$ cat config.mk
export PLATFORM = sky130hd
export DESIGN_NAME = uart_tx
export DESIGN_NICKNAME = d
export VERILOG_FILES = /design/src/rtl/uart_pkg.sv /design/src/rtl/uart_bit_timer.sv /design/src/rtl/uart_tx.sv
export SDC_FILE = /design/constraint.sdc
export NUM_CORES = 1
export LEC_CHECK = 0
export ABC_AREA = 1
export BUFFER_PORTS_ARGS = -buffer_cell sky130_fd_sc_hd__clkbuf_2
export CELL_PAD_IN_SITES_DETAIL_PLACEMENT = 2
export CELL_PAD_IN_SITES_GLOBAL_PLACEMENT = 2
export CORE_MARGIN = 2
export CORE_UTILIZATION = 33
export CTS_BUF_LIST = sky130_fd_sc_hd__clkbuf_16
export DETAILED_ROUTE_END_ITERATION = 8
export PLACE_DENSITY = 0.83
export SLEW_MARGIN = 10
export SYNTH_ARGS = -nofsm -noshare
export SYNTH_HDL_FRONTEND = slang
export SYNTH_SLANG_ARGS = --single-unit
$ cat constraint.sdc
create_clock -name clk -period 2.09 [get_ports clk]
set_clock_uncertainty 0.1 [all_clocks]
set_input_delay 0.209 -clock clk [delete_from_list [all_inputs] [get_ports clk]]
set_output_delay 0.209 -clock clk [all_outputs]
set_load 0.02 [all_outputs]
$ cat src/rtl/uart_pkg.sv
// Shared UART definitions: FSM state encoding, default bit period, LSU protocol bytes.
package uart_pkg;

    typedef enum logic [2:0] {
        IDLE,
        START,
        DATA,
        PARITY,
        STOP,
        CLEANUP
    } uart_state_t;

    localparam int UART_CLKS_PER_BIT = 16;

    // First byte of every LSU store transaction.
    localparam logic [7:0] LSU_FLAG_BYTE = 8'h03;

endpackage

$ cat src/rtl/uart_bit_timer.sv
// Bit-period counter: counts 0..CLKS_PER_BIT-1, expire is high on the last count.
// Latency: expire is combinational from the registered count; wraps to 0 on expire.
// Backpressure: none; clear holds the count at 0 for as long as it is asserted.
module uart_bit_timer #(
    parameter int CLKS_PER_BIT = 16
) (
    input  logic clk,
    input  logic reset,
    input  logic clear,
    output logic expire
);
    localparam int CNT_W = $clog2(CLKS_PER_BIT);

    logic [CNT_W-1:0] cnt;

    assign expire = (cnt == CNT_W'(CLKS_PER_BIT - 1));

    always_ff @(posedge clk or negedge reset) begin
        if (!reset) begin
            cnt <= '0;
        end else if (clear || expire) begin
            cnt <= '0;
        end else begin
            cnt <= cnt + CNT_W'(1);
        end
    end

endmodule

$ cat src/rtl/uart_tx.sv
// UART transmitter, 8N1 framing; UART_TX_PARITY_EN inserts an even-parity bit before the stop bit.
// Latency: line falls the cycle after accept; tx_done pulses 10 (11 with parity) bit periods later.
// Backpressure: active-low tx_start is sampled only in IDLE; the requester advances on tx_done.
module uart_tx
    import uart_pkg::*;
#(
    parameter int CLKS_PER_BIT = UART_CLKS_PER_BIT
) (
    input  logic       clk,
    input  logic       reset,
    input  logic       tx_start,
    input  logic [7:0] tx_data,
    output logic       tx_serial,
    output logic       tx_busy,
    output logic       tx_done
);
    uart_state_t state, state_nxt;
    logic [2:0]  bit_idx, bit_idx_nxt;
    logic [7:0]  shift, shift_nxt;
    logic        serial_nxt;
    logic        timer_clr;
    logic        bit_expire;

    // Counter is parked at zero outside the timed states so START always gets a full period.
    assign timer_clr = (state == IDLE) || (state == CLEANUP);

    uart_bit_timer #(
        .CLKS_PER_BIT(CLKS_PER_BIT)
    ) u_bit_timer (
        .clk   (clk),
        .reset (reset),
        .clear (timer_clr),
        .expire(bit_expire)
    );

    always_comb begin
        state_nxt   = state;
        bit_idx_nxt = bit_idx;
        shift_nxt   = shift;
        case (state)
            IDLE: begin
                if (!tx_start) begin
                    shift_nxt   = tx_data;
                    bit_idx_nxt = '0;
                    state_nxt   = START;
                end
            end
            START: begin
                if (bit_expire) state_nxt = DATA;
            end
            DATA: begin
                if (bit_expire) begin
                    bit_idx_nxt = bit_idx + 3'd1;
                    if (bit_idx == 3'd7) begin
`ifdef UART_TX_PARITY_EN
                        state_nxt = PARITY;
`else
                        state_nxt = STOP;
`endif
                    end
                end
            end
`ifdef UART_TX_PARITY_EN
            PARITY: begin
                if (bit_expire) state_nxt = STOP;
            end
`endif
            STOP: begin
                if (bit_expire) state_nxt = CLEANUP;
            end
            CLEANUP: state_nxt = IDLE;
            default: state_nxt = IDLE;
        endcase
    end

    // Outputs are registered, so the line value is derived from the state being entered.
    always_comb begin
        serial_nxt = 1'b1;
        case (state_nxt)
            START:   serial_nxt = 1'b0;
            DATA:    serial_nxt = shift_nxt[bit_idx_nxt];
`ifdef UART_TX_PARITY_EN
            PARITY:  serial_nxt = ^shift_nxt;
`endif
            default: serial_nxt = 1'b1;
        endcase
    end

    always_ff @(posedge clk or negedge reset) begin
        if (!reset) begin
            state     <= IDLE;
            bit_idx   <= '0;
            shift     <= '0;
            tx_serial <= 1'b1;
            tx_busy   <= 1'b0;
            tx_done   <= 1'b0;
        end else begin
            state     <= state_nxt;
            bit_idx   <= bit_idx_nxt;
            shift     <= shift_nxt;
            tx_serial <= serial_nxt;
            tx_busy   <= (state_nxt != IDLE);
            tx_done   <= (state_nxt == CLEANUP);
        end
    end

endmodule

=== After elaboration in Yosys (flattened, before gate mapping) ===
Cells that the tools add are included.

* Bits in registers: 21
* Output and inout bits: 3
* Word-level logic and storage cells: 38

* Add/subtract/negate cells: 2
* Order comparisons: 1
* Eq/ne operators: 9
* Muxes and demuxes: 15
* Reduce and logical (&&, ||, !) cells: 4

{| class="wikitable"
|+ Operators with widths
! cell !! count
|-
| 3-bit two-way mux || 7
|-
| 8-bit two-way mux || 2
|-
| 3-bit equality test, second input constant || 4
|-
| 3-bit one-hot mux with 4 select lines || 1
|-
| 3-bit by 1-bit equality test with 1-bit output, second input constant || 2
|-
| 3-bit by 2-bit equality test with 1-bit output, second input constant || 2
|-
| 3-bit one-hot mux with 2 select lines || 1
|-
| 4-bit by 1-bit adder with 4-bit output, second input constant || 1
|-
| 4-bit equality test, second input constant || 1
|-
| 3-bit by 4-bit < comparator with 1-bit output, second input constant || 1
|-
| 4-bit two-way mux || 1
|-
| 3-bit by 1-bit adder with 3-bit output, second input constant || 1
|-
| 1-bit binary-select mux with 3-bit select || 1
|-
| 3-bit zero test || 1
|-
| 3-bit nonzero test || 1
|-
| 1-bit logical OR || 2
|-
| 1-bit one-hot mux with 2 select lines || 1
|-
| 1-bit two-way mux || 1
|}

=== Logic depth before layout (Yosys ltp) ===
Gate-level depths: netlist of the first run.

* Depth in word-level cells: 6
* Gate-level depth with buffers: 12
* Mapped depth without buffers: 12

=== Cells and area by module ===
Synthesis of the first run repeated with hierarchy kept, for this count alone.

* Cell total of the unflattened synthesis: 154
* Area total of the unflattened synthesis: 1,188.6 um2

{| class="wikitable"
|+ By module, submodules not included
! module !! instances !! cells each !! area an instance (um2) !! sequential area each (um2)
|-
| uart_tx || 1 || 135 || 996.0 || 426.7
|-
| uart_bit_timer || 1 || 19 || 192.7 || 100.1
|}

=== Worst setup path before layout of the first run ===
No wires, ideal clock.

* Kind: reg-to-reg
* Start: reg u_bit_timer.cnt[0]
* End: reg tx_serial
* Setup time: 0.060 ns
* Arrival time: 1.338 ns
* Required time: 1.930 ns
* Path slack: 0.591 ns
* Stages on the path, launching flop included: 12
* Path buffers: 0
* Cells stage by stage: dfrtp_1 ha_1 nand2_1 nor2_4 inv_1 nand2_1 nor2_1 nor2_1 nand3_1 nand3_1 nand3_1 nand2_1

* Longest elaborated chain between the ends: 6
* Elaborated cells on any way between the ends: 12

{| class="wikitable"
|+ RTL lines
! element !! RTL line !! text
|-
| start, declared || uart_bit_timer.sv:14 || <nowiki>logic [CNT_W-1:0] cnt;</nowiki>
|-
| start signal, assigned || uart_bit_timer.sv:24 || <nowiki>cnt <= cnt + CNT_W'(1);</nowiki>
|-
| 4-bit equality test (*) || uart_bit_timer.sv:16 || <nowiki>assign expire = (cnt == CNT_W'(CLKS_PER_BIT - 1));</nowiki>
|-
| 3-bit two-way mux || uart_tx.sv:52 || <nowiki>if (bit_expire) begin</nowiki>
|-
| 3-bit one-hot mux with 2 select lines || uart_tx.sv:40 || <nowiki>case (state)</nowiki>
|-
| 1-bit binary-select mux with 3-bit select || uart_tx.sv:81 || <nowiki>DATA: serial_nxt = shift_nxt[bit_idx_nxt];</nowiki>
|-
| 1-bit two-way mux (not written as such) || uart_tx.sv:81 ||
|-
| 1-bit one-hot mux with 2 select lines (*) || uart_tx.sv:79 || <nowiki>case (state_nxt)</nowiki>
|-
| named net serial_nxt || uart_tx.sv:20 || <nowiki>logic serial_nxt;</nowiki>
|-
| end signal, assigned || uart_tx.sv:101 || <nowiki>tx_serial <= serial_nxt;</nowiki>
|-
| end, declared || uart_tx.sv:13 || <nowiki>output logic tx_serial,</nowiki>
|}

Mark *: on every way through the listed nets, which the timed path passes. The rest lies on a longest branch. The select of a mux whose other input is x is not followed.

=== Worst setup path in the final report of the first run ===
* Start: reg u_bit_timer.cnt[0]
* End: reg tx_serial

* Elaborated cells on any way between the ends: 12

{| class="wikitable"
|+ RTL lines
! element !! RTL line !! text
|-
| 4-bit equality test (*) || uart_bit_timer.sv:16 ||
|-
| 3-bit two-way mux (on tied branches) || uart_tx.sv:69, uart_tx.sv:52, uart_tx.sv:49 ||
|-
| 3-bit one-hot mux with 4 select lines (*) || uart_tx.sv:40 ||
|-
| named net state_nxt[1] || uart_tx.sv:17 || <nowiki>uart_state_t state, state_nxt;</nowiki>
|-
| 3-bit by 2-bit equality test with 1-bit output or 3-bit by 1-bit equality test with 1-bit output (tied branches) || uart_tx.sv:79 ||
|-
| 1-bit one-hot mux with 2 select lines (*) || uart_tx.sv:79 ||
|-
| named net serial_nxt || uart_tx.sv:20 ||
|}

Marks and branches as above.

==> summary.md, run 1 <==
| Metric | Value |
|---|---|
| Status | finished clean |
| Port Buf Inserts | 13 |
| Fin. Hold Viols | 0 |
| Sum of negative setup slack | 0 ns |
| RSZ-0062 raised after global routing | false |
| Min-delay src | tx_data[0] |
| Post-CTS Resized | 0 |
| Crit-path max cell delay | roughly 0.36 ns |
| Leakage power | about 0.00076 uW |
| GRT Residual Overflow | 0 |
| Hold Buf Count CTS | 1 |
| WHS Path Cells | 3 |
| Antenna-violating nets left | 0 |
| Crit path max fanout | 5 |
| Fmax | roughly 0.54 GHz |
| VDD IR max | between 500 and 600 uV |
| Cell row count | 21 |
| Min-Delay Endpoint | shift[0] |
| Total CTS buffers | 3 |
| Fin crit share | about nine tenths |
| Filler instances | between 400 and 500 |
| Final setup margin | approximately 0.24 ns |
| Drt drc | 0 |
| Pre-antenna DRT Iters | 4 |
| #FFs+latches synth | 21 |
| WL per Instance | about 15 um |
| Final setup violating endpoints | 0 |
| Starting DRT DRC Count | 28 |
| Worst slew margin | between 60 and 70% |
| Max-Cap Viols | 0 |
| Worst-path cell chain | ha_1, nand2_1, nor2_4, inv_1, o22ai_1, nor2_1, nor2_1, nand2_1 |
| Final worst path period need | 1.85 ns |
| Initial Util | 34.1% |
| Clk Latency, worst-skew pair | 0.26 ns |
| Vias in the first global route | 1,114 |
| Final slew viol count | 0 |
| Highest-delay cell along the critical path | dfrtp_1 |
| CP Data Required Time | around 2.2 ns |
| Design Power | ~840 uW |
| Syn Nets | between 150 and 200 |
| Pre-CTS WS | ~0.27 ns |
| Area of the mapped netlist | roughly 1100 um2 |
| Routed wire length | 3170 um |
| Avg Cell Area, Syn | around 8 um2 |
| Diodes inserted | 0 |
| Post-CTS Repair Setup Buffers | 0 |
| DR vias/cell | roughly 4.8 |
| Sequential-to-total area share from yosys stat | between 40% and 50% |
| CTS tree | done |
| Area Growth Syn to Fin | 18.4% |
| Worst reg-to-reg path cell count | 8 |
| GP Congestion | 0.789 |
| Synth Instances | between 100 and 150 |
| Worst-margin pin slew | 0.558 ns |
| Hold Slack | between 0.07 and 0.08 ns |
| CP startpoint kind | flop |
| Die area | between 3000 and 4000 um2 |
| Chip height | between 60 and 70 um |
| Post-DP HPWL | between 2000 and 2500 um |
| Cell taking the most area after synthesis | dfrtp_1 |
| First-pass GRT wire length | around 5500 um |
| Pin count of the biggest net entering global routing | 22 |
| Layout cell share with drive strength beyond 1 | a little under a fifth |
| CP Class | reg -> reg |
| Longest Clk Path Bufs | 2 |
| Distinct cells, synth | 23 |
| H-tree depth | 1 |
| Top Ports | 14 |
| Pwr/cell area | 625 nW/um2 |
| CTS Root Cell | clkbuf_16 |
| Layout Nets | between 150 and 200 |
| Reg2reg start | u_bit_timer.cnt[0] |
| Yosys top cell area share | between 40 and 50% |
| # clock sinks | 21 |
| Initial antenna violation count | 0 |
| Core Region | ~3300 um2 |
| Hold Path Class | in -> reg |
| Worst Path Arrival | a little under 2 ns |
| Die width | 62.5 um |
| Vias | 982 |
| Ys Warns | 0 |
| R2R Setup Slk | approximately 0.24 ns |
| GRT Util Overall | between 10% and 20% |
| Critical Path End Type | flop |
| Top post-synthesis cells by area | dfrtp_1, inv_1, nand2_1 |
| Clk pin slew, worst setup/hold paths | about 0.060 ns |
| Worst R2R End | tx_serial |
## stage by stage
| step | util, % | cell area, um2 | cells |
|---|---|---|---|
| floorplan | - | 1130 | 141 |
| global placement | 37.7 | 1250 | 200 |
| detailed placement | 37.7 | 1250 | 200 |
| CTS | 40.4 | 1340 | 205 |
| global route | 40.4 | 1340 | 205 |
| finish | 40.4 | 1340 | 205 |
## cells in the mapped netlist
master,instances
dfrtp_1,20
nor2_4,3
a31oi_2,1
inv_1,34
nand2_2,1
ha_1,3
o22ai_1,1
o21ai_2,1
nor2_1,12
o21ai_0,3
nand2_4,3
nand4_1,4
nand3_1,16
xor2_1,1
inv_2,2
a21oi_1,1
nand3_2,1
dfstp_2,1
buf_6,1
nor3b_1,1
o21ai_1,2
nand2_1,28
nor3_1,1
## sequential cells by signal, summed over array words and instances (netlist names)
register and count:
tx_done 1, tx_busy 1, tx_serial 1, u_bit_timer.cnt 4, shift 8, bit_idx 3, state 3
## worst max-delay path: cells and delay by family, from the launching register on
| family | cells | cell delay, ns |
|---|---|---|
| simple gates | 5 | 0.66 |
| buf+inv | 1 | 0.13 |
| compound gates | 1 | 0.31 |
| flops | 1 | 0.36 |
| fa+ha+maj | 1 | 0.21 |
## cells by family (layout without fill, tap and decap cells)
logic type,count (synthesis),count (layout),synth area share (%)
and+or+nand+nor,70,70,31.2
AOI/OAI and AO/OA,9,9,5.10
xor gates and xnor gates,1,1,0.776
DFF,21,21,46.7
buffers and inverters,37,55,13.0
adders and majority gates,3,3,3.33
## power by group
part	internal, uW	total (uW)	switching, uW
Clock	255	406	151
Sequential	407	407	0
Combinational	8.68	22.8	14.1
## cell type report
| type | instances | area [um2] | area share (%) |
|---|---|---|---|
| clock inverter | 1 | 3.75 | 0.281 |
| multi-input combinational | 83 | 455 | 34.1 |
| sequential | 21 | 527 | 39.4 |
| clock buffer | 3 | 75.1 | 5.62 |
| timing repair buffer | 15 | 82.6 | 6.18 |
| inverter | 36 | 135 | 10.1 |
| tap | 46 | 57.6 | 4.31 |
## cells in the final DEF, fill, tap and decap left out, drive strengths merged
master	Yosys	routed
a21oi	1	1
a31oi	1	1
buf	1	1
clkbuf	0	16
dfrtp	20	20
dfstp	1	1
dlygate4sd3	0	1
ha	3	3
inv	36	37
nand2	32	32
nand3	17	17
nand4	4	4
nor2	15	15
nor3	1	1
nor3b	1	1
o21ai	6	6
o22ai	1	1
xor2	1	1
## per-layer routing
layer | vias to the layer above | share of wire (%) | GRT usage (%)
met5 | - | 0 | 0
met4 | 0 | 1.4 | 6.67
met3 | 5 | 2.5 | 3.96
met2 | 10 | 52 | 32.5
met1 | 498 | 44 | 22.3
li1 | 469 | - | -
## worst max-delay path by stage
| stage | cells after the start | slack [ns] | startpoint | to |
|---|---|---|---|---|
| 2_1_floorplan | 11 | 0.59 | u_bit_timer.cnt[0] | tx_serial |
| 3_3_place_gp | 8 | 0.37 | u_bit_timer.cnt[0] | tx_serial |
| 3_5_place_dp | 10 | 0.27 | u_bit_timer.cnt[0] | tx_serial |
| 4_1_cts | 8 | 0.24 | u_bit_timer.cnt[0] | tx_serial |
| 5_1_grt | 11 | 0.11 | u_bit_timer.cnt[0] | tx_serial |
| 6_report | 8 | 0.24 | u_bit_timer.cnt[0] | tx_serial |
Note: power is estimated with default switching activity, not from simulation.
==> run 2, diff against run 1 <==
--- a/config.mk
+++ b/config.mk
@@ -7,13 +7,13 @@
 export LEC_CHECK = 0
 export ABC_AREA = 1
 export BUFFER_PORTS_ARGS = -buffer_cell sky130_fd_sc_hd__clkbuf_2
-export CELL_PAD_IN_SITES_DETAIL_PLACEMENT = 2
-export CELL_PAD_IN_SITES_GLOBAL_PLACEMENT = 2
-export CORE_MARGIN = 2
-export CORE_UTILIZATION = 33
+export CELL_PAD_IN_SITES_DETAIL_PLACEMENT = 1
+export CELL_PAD_IN_SITES_GLOBAL_PLACEMENT = 1
+export CORE_MARGIN = 5
+export CORE_UTILIZATION = 36
 export CTS_BUF_LIST = sky130_fd_sc_hd__clkbuf_16
 export DETAILED_ROUTE_END_ITERATION = 8
-export PLACE_DENSITY = 0.83
+export PLACE_DENSITY = 0.74
 export SLEW_MARGIN = 10
 export SYNTH_ARGS = -nofsm -noshare
 export SYNTH_HDL_FRONTEND = slang
==> summary.md, run 2 (synthesis results as in run 1) <==
| Metric | Value |
|---|---|
| Status | finished clean |
| Max-Cap Viols | 0 |
| Vias | slightly above 900 |
| CP startpoint kind | flop |
| Initial antenna violation count | 0 |
| Diodes inserted | 0 |
| Area Growth Syn to Fin | 18.3% |
| Max FFs per register | 8 |
| Vias in the first global route | around 1,000 |
| Multi-input gate area | 455 um2 |
| Filler instances | ~380 |
| Longest Clk Path Bufs | 2 |
| Pin count of the biggest net entering global routing | 22 |
| Leading cell type in the layout, fill and taps excluded | inv_1 |
| CTS Root Cell | clkbuf_16 |
| Antenna-violating nets left | 0 |
| H-tree depth | 1 |
| Pre-antenna DRT Iters | 4 |
| DR vias/cell | between 4 and 5 |
| Post-DP HPWL | between 1500 and 2000 um |
| Total CTS buffers | 3 |
| Critical Path End Type | flop |
| Chip height | about 66 um |
| Top Ports | 14 |
| Worst Path Buf+Inv | 1 |
| Largest Register | shift |
| Crit path max fanout | 8 |
| Worst Path Arrival | between 1.5 and 2 ns |
| Clk pin slew, worst setup/hold paths | roughly 0.060 ns |
| VDD IR max | 369 uV |
| First-pass GRT wire length | between 4000 and 5000 um |
| CP Class | reg -> reg |
| CTS tree | done |
| CP Data Required Time | approximately 2.2 ns |
| Worst slew margin | between 60% and 70% |
| Die width | 66.0 um |
| Highest-delay cell along the critical path | dfrtp_1 |
| Routing usage on met3 | under 10% |
| Hold Path Class | in -> reg |
| Core Region | between 3000 and 4000 um2 |
| Final worst path period need | between 1.5 and 2 ns |
| GP Congestion | between 0.8 and 0.9 |
| Routed wire length | 2400 um |
| Layout cell share with drive strength beyond 1 | between 10% and 20% |
| Clk Latency, worst-skew pair | roughly 0.25 ns |
| # clock sinks | 21 |
| Sum of negative setup slack | 0 ns |
| Cell row count | 20 |
| Fin crit share | 86.9% |
| Hold Slack | around 0.072 ns |
| Starting DRT DRC Count | 19 |
| GRT Util Overall | around an eighth |
| RSZ-0062 raised after global routing | false |
| Top flop regs | shift (8), u_bit_timer.cnt (4) |
| Die area | 4350 um2 |
| Register Area | ~530 um2 |
| Fin. Hold Viols | 0 |
| GR Layer Usage met2 | 22.4% |
| WL per Instance | between 10 and 15 um |
| CP top delay family | simple AND/OR/NAND/NOR gates |
| Initial Util | approximately 37% |
| Fmax | 0.551 GHz |
| Leakage power | between 0.0007 and 0.0008 uW |
| Port Buf Inserts | 13 |
| Final slew viol count | 0 |
| Final setup violating endpoints | 0 |
| Crit-path max cell delay | around 0.44 ns |
| Worst-path cell chain | nor2_4, nand3_2, inv_1, nand2_1, o21ai_0, nand2_1, nand3_1, nand3_1, nand3_1, nand2_1 |
| Pwr/cell area | about 620 nW/um2 |
| Most frequent cells in the layout | inv_1, nand2_1, dfrtp_1 |
| Drt drc | 0 |
| Post-CTS Repair Setup Buffers | 0 |
| GRT Residual Overflow | 0 |
| Worst-margin pin slew | 0.508 ns |
| Met1 Use GR | between 10% and 20% |
| Gr busiest metal | met2 |
| Layout Nets | 174 |
==> run 2: worst reg2reg max path: cells and delay by family (launching register included) <==
family / cells / cell delay, ns
simple gates: 8 / 0.88
flops: 1 / 0.44
buf+inv: 1 / 0.21
compound gates: 1 / 0.11
==> run 2: layer usage <==
| layer | up-vias | wire (um) |
|---|---|---|
| met4 | 0 | 40 |
| met1 | 449 | 1030 |
| met2 | 13 | 1240 |
| met3 | 4 | 85 |
| li1 | 464 | - |
| met5 | - | 0 |
==> run 2: final cells by class <==
| class | instances | share of cell area [%] |
|---|---|---|
| clock buffer | 3 | 5.62 |
| clock inverter | 1 | 0.375 |
| inverter | 36 | 10.1 |
| multi-input combinational | 83 | 34.1 |
| sequential | 21 | 39.5 |
| tap | 44 | 4.12 |
| timing repair buffer | 15 | 6.19 |
==> run 2: worst paths after layout <==
path / start / to / slack (ns) / depth (start not counted)
worst min register to register: u_bit_timer.cnt[0] / u_bit_timer.cnt[0] / 0.37 / 1
max in group asynchronous: reset / tx_serial / 1.17 / 2
min in group asynchronous: reset / bit_idx[0] / 0.35 / 2
worst max register to register: state[0] / tx_serial / 0.27 / 10
worst max-delay path: state[0] / tx_serial / 0.27 / 10
worst min-delay path: tx_data[0] / shift[0] / 0.07 / 3
==> run 2: per-stage QoR <==
stage / instances / worst slack, ns / instance area, um2 / utilization (%) / total power (uW)
2_1_floorplan: 141 / 0.591 / 1130 / - / 417
3_3_place_gp: 198 / 0.299 / 1240 / 41.1 / 434
3_5_place_dp: 198 / 0.293 / 1240 / 41.1 / 435
4_1_cts: 203 / 0.266 / 1340 / 44.1 / 849
5_1_grt: 203 / 0.123 / 1340 / 44.1 / 873
6_report: 203 / 0.274 / 1340 / 44.1 / 834
==> run 2: power by group <==
part	total, uW	internal [uW]	leakage, uW	switching, uW
clock network	406	257	0.0000409	149
registers	407	407	0.000244	0
logic	21.6	8.68	0.000477	12.9
total	834	672	0.000762	162
==> run 2: timing repair <==
action	CTS	global route
gates resized for setup	0	0
endpoints found under the hold margin	20	0
hold buffers	1	0
==> run 3, diff against run 2 <==
--- a/config.mk
+++ b/config.mk
@@ -9,7 +9,6 @@
 export BUFFER_PORTS_ARGS = -buffer_cell sky130_fd_sc_hd__clkbuf_2
 export CELL_PAD_IN_SITES_DETAIL_PLACEMENT = 1
 export CELL_PAD_IN_SITES_GLOBAL_PLACEMENT = 1
-export CORE_MARGIN = 5
 export CORE_UTILIZATION = 36
 export CTS_BUF_LIST = sky130_fd_sc_hd__clkbuf_16
 export DETAILED_ROUTE_END_ITERATION = 8
==> constraint.sdc (replaced) <==
create_clock -name clk -period 2.2 [get_ports clk]
set_clock_uncertainty 0.1 [all_clocks]
set_input_delay 0.22 -clock clk [delete_from_list [all_inputs] [get_ports clk]]
set_output_delay 0.22 -clock clk [all_outputs]
set_load 0.02 [all_outputs]
==> summary.md, run 3 (synthesis results as in run 1) <==
| Metric | Value |
|---|---|
| Port Buf Inserts | 13 |
| Drt drc | 0 |
| Max FFs per register | 8 |
| Post-DP HPWL | between 1500 and 2000 um |
| Die area | approximately 3400 um2 |
| Final worst path period need | 1.79 ns |
| Non-filler instance count after layout | 190 |
| Starting DRT DRC Count | 28 |
| Chip height | ~58 um |
| Vias in the first global route | a little under 1,000 |
| Initial Util | between 30% and 40% |
| Most frequent cells in the layout | inv_1, nand2_1, dfrtp_1 |
| Area Growth Syn to Fin | 16.7% |
| CP Data Required Time | between 2 and 2.5 ns |
| Placed Instance Area | 1230 um2 |
| Critical Path End Type | flop |
| CP startpoint kind | flop |
| Longest Clk Path Bufs | 2 |
| Post-route cell area | approximately 1300 um2 |
| GRT Residual Overflow | 0 |
| Fin crit share | between 80% and 90% |
| GRT Util Overall | between 10% and 20% |
| GP Congestion | a little over 0.9 |
| First-pass GRT wire length | 4530 um |
| Cell row count | 19 |
| Pwr/cell area | ~590 nW/um2 |
| CTS tree | done |
| Crit path max fanout | 7 |
| Leakage power | 0.000763 uW |
| DR vias/cell | about 5 |
| Pin count of the biggest net entering global routing | 22 |
| Worst slew margin | around two thirds |
| Status | finished clean |
| Final setup violating endpoints | 0 |
| Initial antenna violation count | 0 |
| Hold Path Class | in -> reg |
| H-tree depth | 1 |
| # clock sinks | 21 |
| Diodes inserted | 0 |
| Pre-antenna DRT Iters | 6 |
| Worst-margin pin slew | 0.511 ns |
| Post-CTS Repair Setup Buffers | 0 |
| Final slew viol count | 0 |
| Top flop regs | shift (8), u_bit_timer.cnt (4) |
| Sum of negative setup slack | 0 ns |
| Routed wire length | approximately 2500 um |
| Worst Path Arrival | 1.87 ns |
| CTS Root Cell | clkbuf_16 |
| Core Region | 2850 um2 |
| Largest Register | shift |
| Vias | 947 |
| Clk pin slew, worst setup/hold paths | 0.06 ns |
| Antenna-violating nets left | 0 |
| Total CTS buffers | 3 |
| CP Class | reg -> reg |
| Die width | slightly below 60 um |
| Clk Latency, worst-skew pair | around 0.25 ns |
| Layout Nets | roughly 170 |
| Layout cell share with drive strength beyond 1 | 18.9% |
| WL per Instance | ~13 um |
| Leading cell type in the layout, fill and taps excluded | inv_1 |
| VDD IR max | roughly 270 uV |
| Fin. Hold Viols | 0 |
| Top Ports | 14 |
| Fmax | roughly 0.56 GHz |
| Max-Cap Viols | 0 |
| Dpl cells | between 150 and 200 |
| RSZ-0062 raised after global routing | false |
[run 3: cell count changes in the layout (fill, tap and decap cells not counted)]
cell	change
clkinv_2	-1
inv_1	+1
[run 3: cell type report]
class,instances,area (um2)
clock buffers,3,75.1
clock inverters,1,3.75
fillers,367,1540
inverters,36,135
multi-input cells,83,455
flip-flops and latches,21,527
well taps,31,38.8
repair buffers,15,82.6
[run 3: final timing paths]
| kind | depth (start not counted) | startpoint | slack [ns] | end |
|---|---|---|---|---|
| setup / recovery | 10 | state[0] | 0.41 | tx_serial |
| hold / removal | 3 | tx_data[0] | 0.09 | shift[0] |
| setup reg to reg | 10 | state[0] | 0.41 | tx_serial |
| hold reg to reg | 1 | u_bit_timer.cnt[0] | 0.36 | u_bit_timer.cnt[0] |
| max in group asynchronous | 2 | reset | 1.27 | tx_serial |
| min in group asynchronous | 2 | reset | 0.37 | bit_idx[1] |
[run 3: what timing repair did]
| action | CTS | global route |
|---|---|---|
| resized for setup | 0 | 0 |
| endpoints found under the hold margin | 20 | 0 |
| hold buffers | 1 | 0 |
[run 3: through the flow]
step / util [%] / setup WS, ns / hold WS [ns] / total power, uW
floorplan: - / 0.701 / -0.176 / 397
global placement: 43.1 / 0.446 / 0.120 / 413
detailed placement: 43.1 / 0.381 / 0.122 / 414
CTS: 46.2 / 0.398 / 0.0914 / 792
global route: 46.2 / 0.154 / 0.110 / 809
finish: 46.2 / 0.413 / 0.0877 / 782
[run 3: report_power, final]
part | total (uW) | switching [uW] | internal [uW]
Clock | 375 | 133 | 242
Sequential | 386 | 0 | 386
Combinational | 20.6 | 12.4 | 8.24
Total | 782 | 145 | 637
[run 3: metal layers]
layer,global-route usage (%),wire length [um],vias up
met1,23.0,1140,465
met3,2.68,37,4
li1,-,-,470
met2,30.7,1250,8
met4,6.12,41,0
met5,0,0,-
[run 3: worst max-delay path: stages (launching register included)]
cell and delay, ns:
dfrtp_1 0.44, nor2_4 0.20, nand3_2 0.20, inv_1 0.20, nand2_1 0.06, o21ai_0 0.11
nand2_1 0.08, nand3_1 0.09, nand3_1 0.09, nand3_1 0.09, nand2_1 0.05
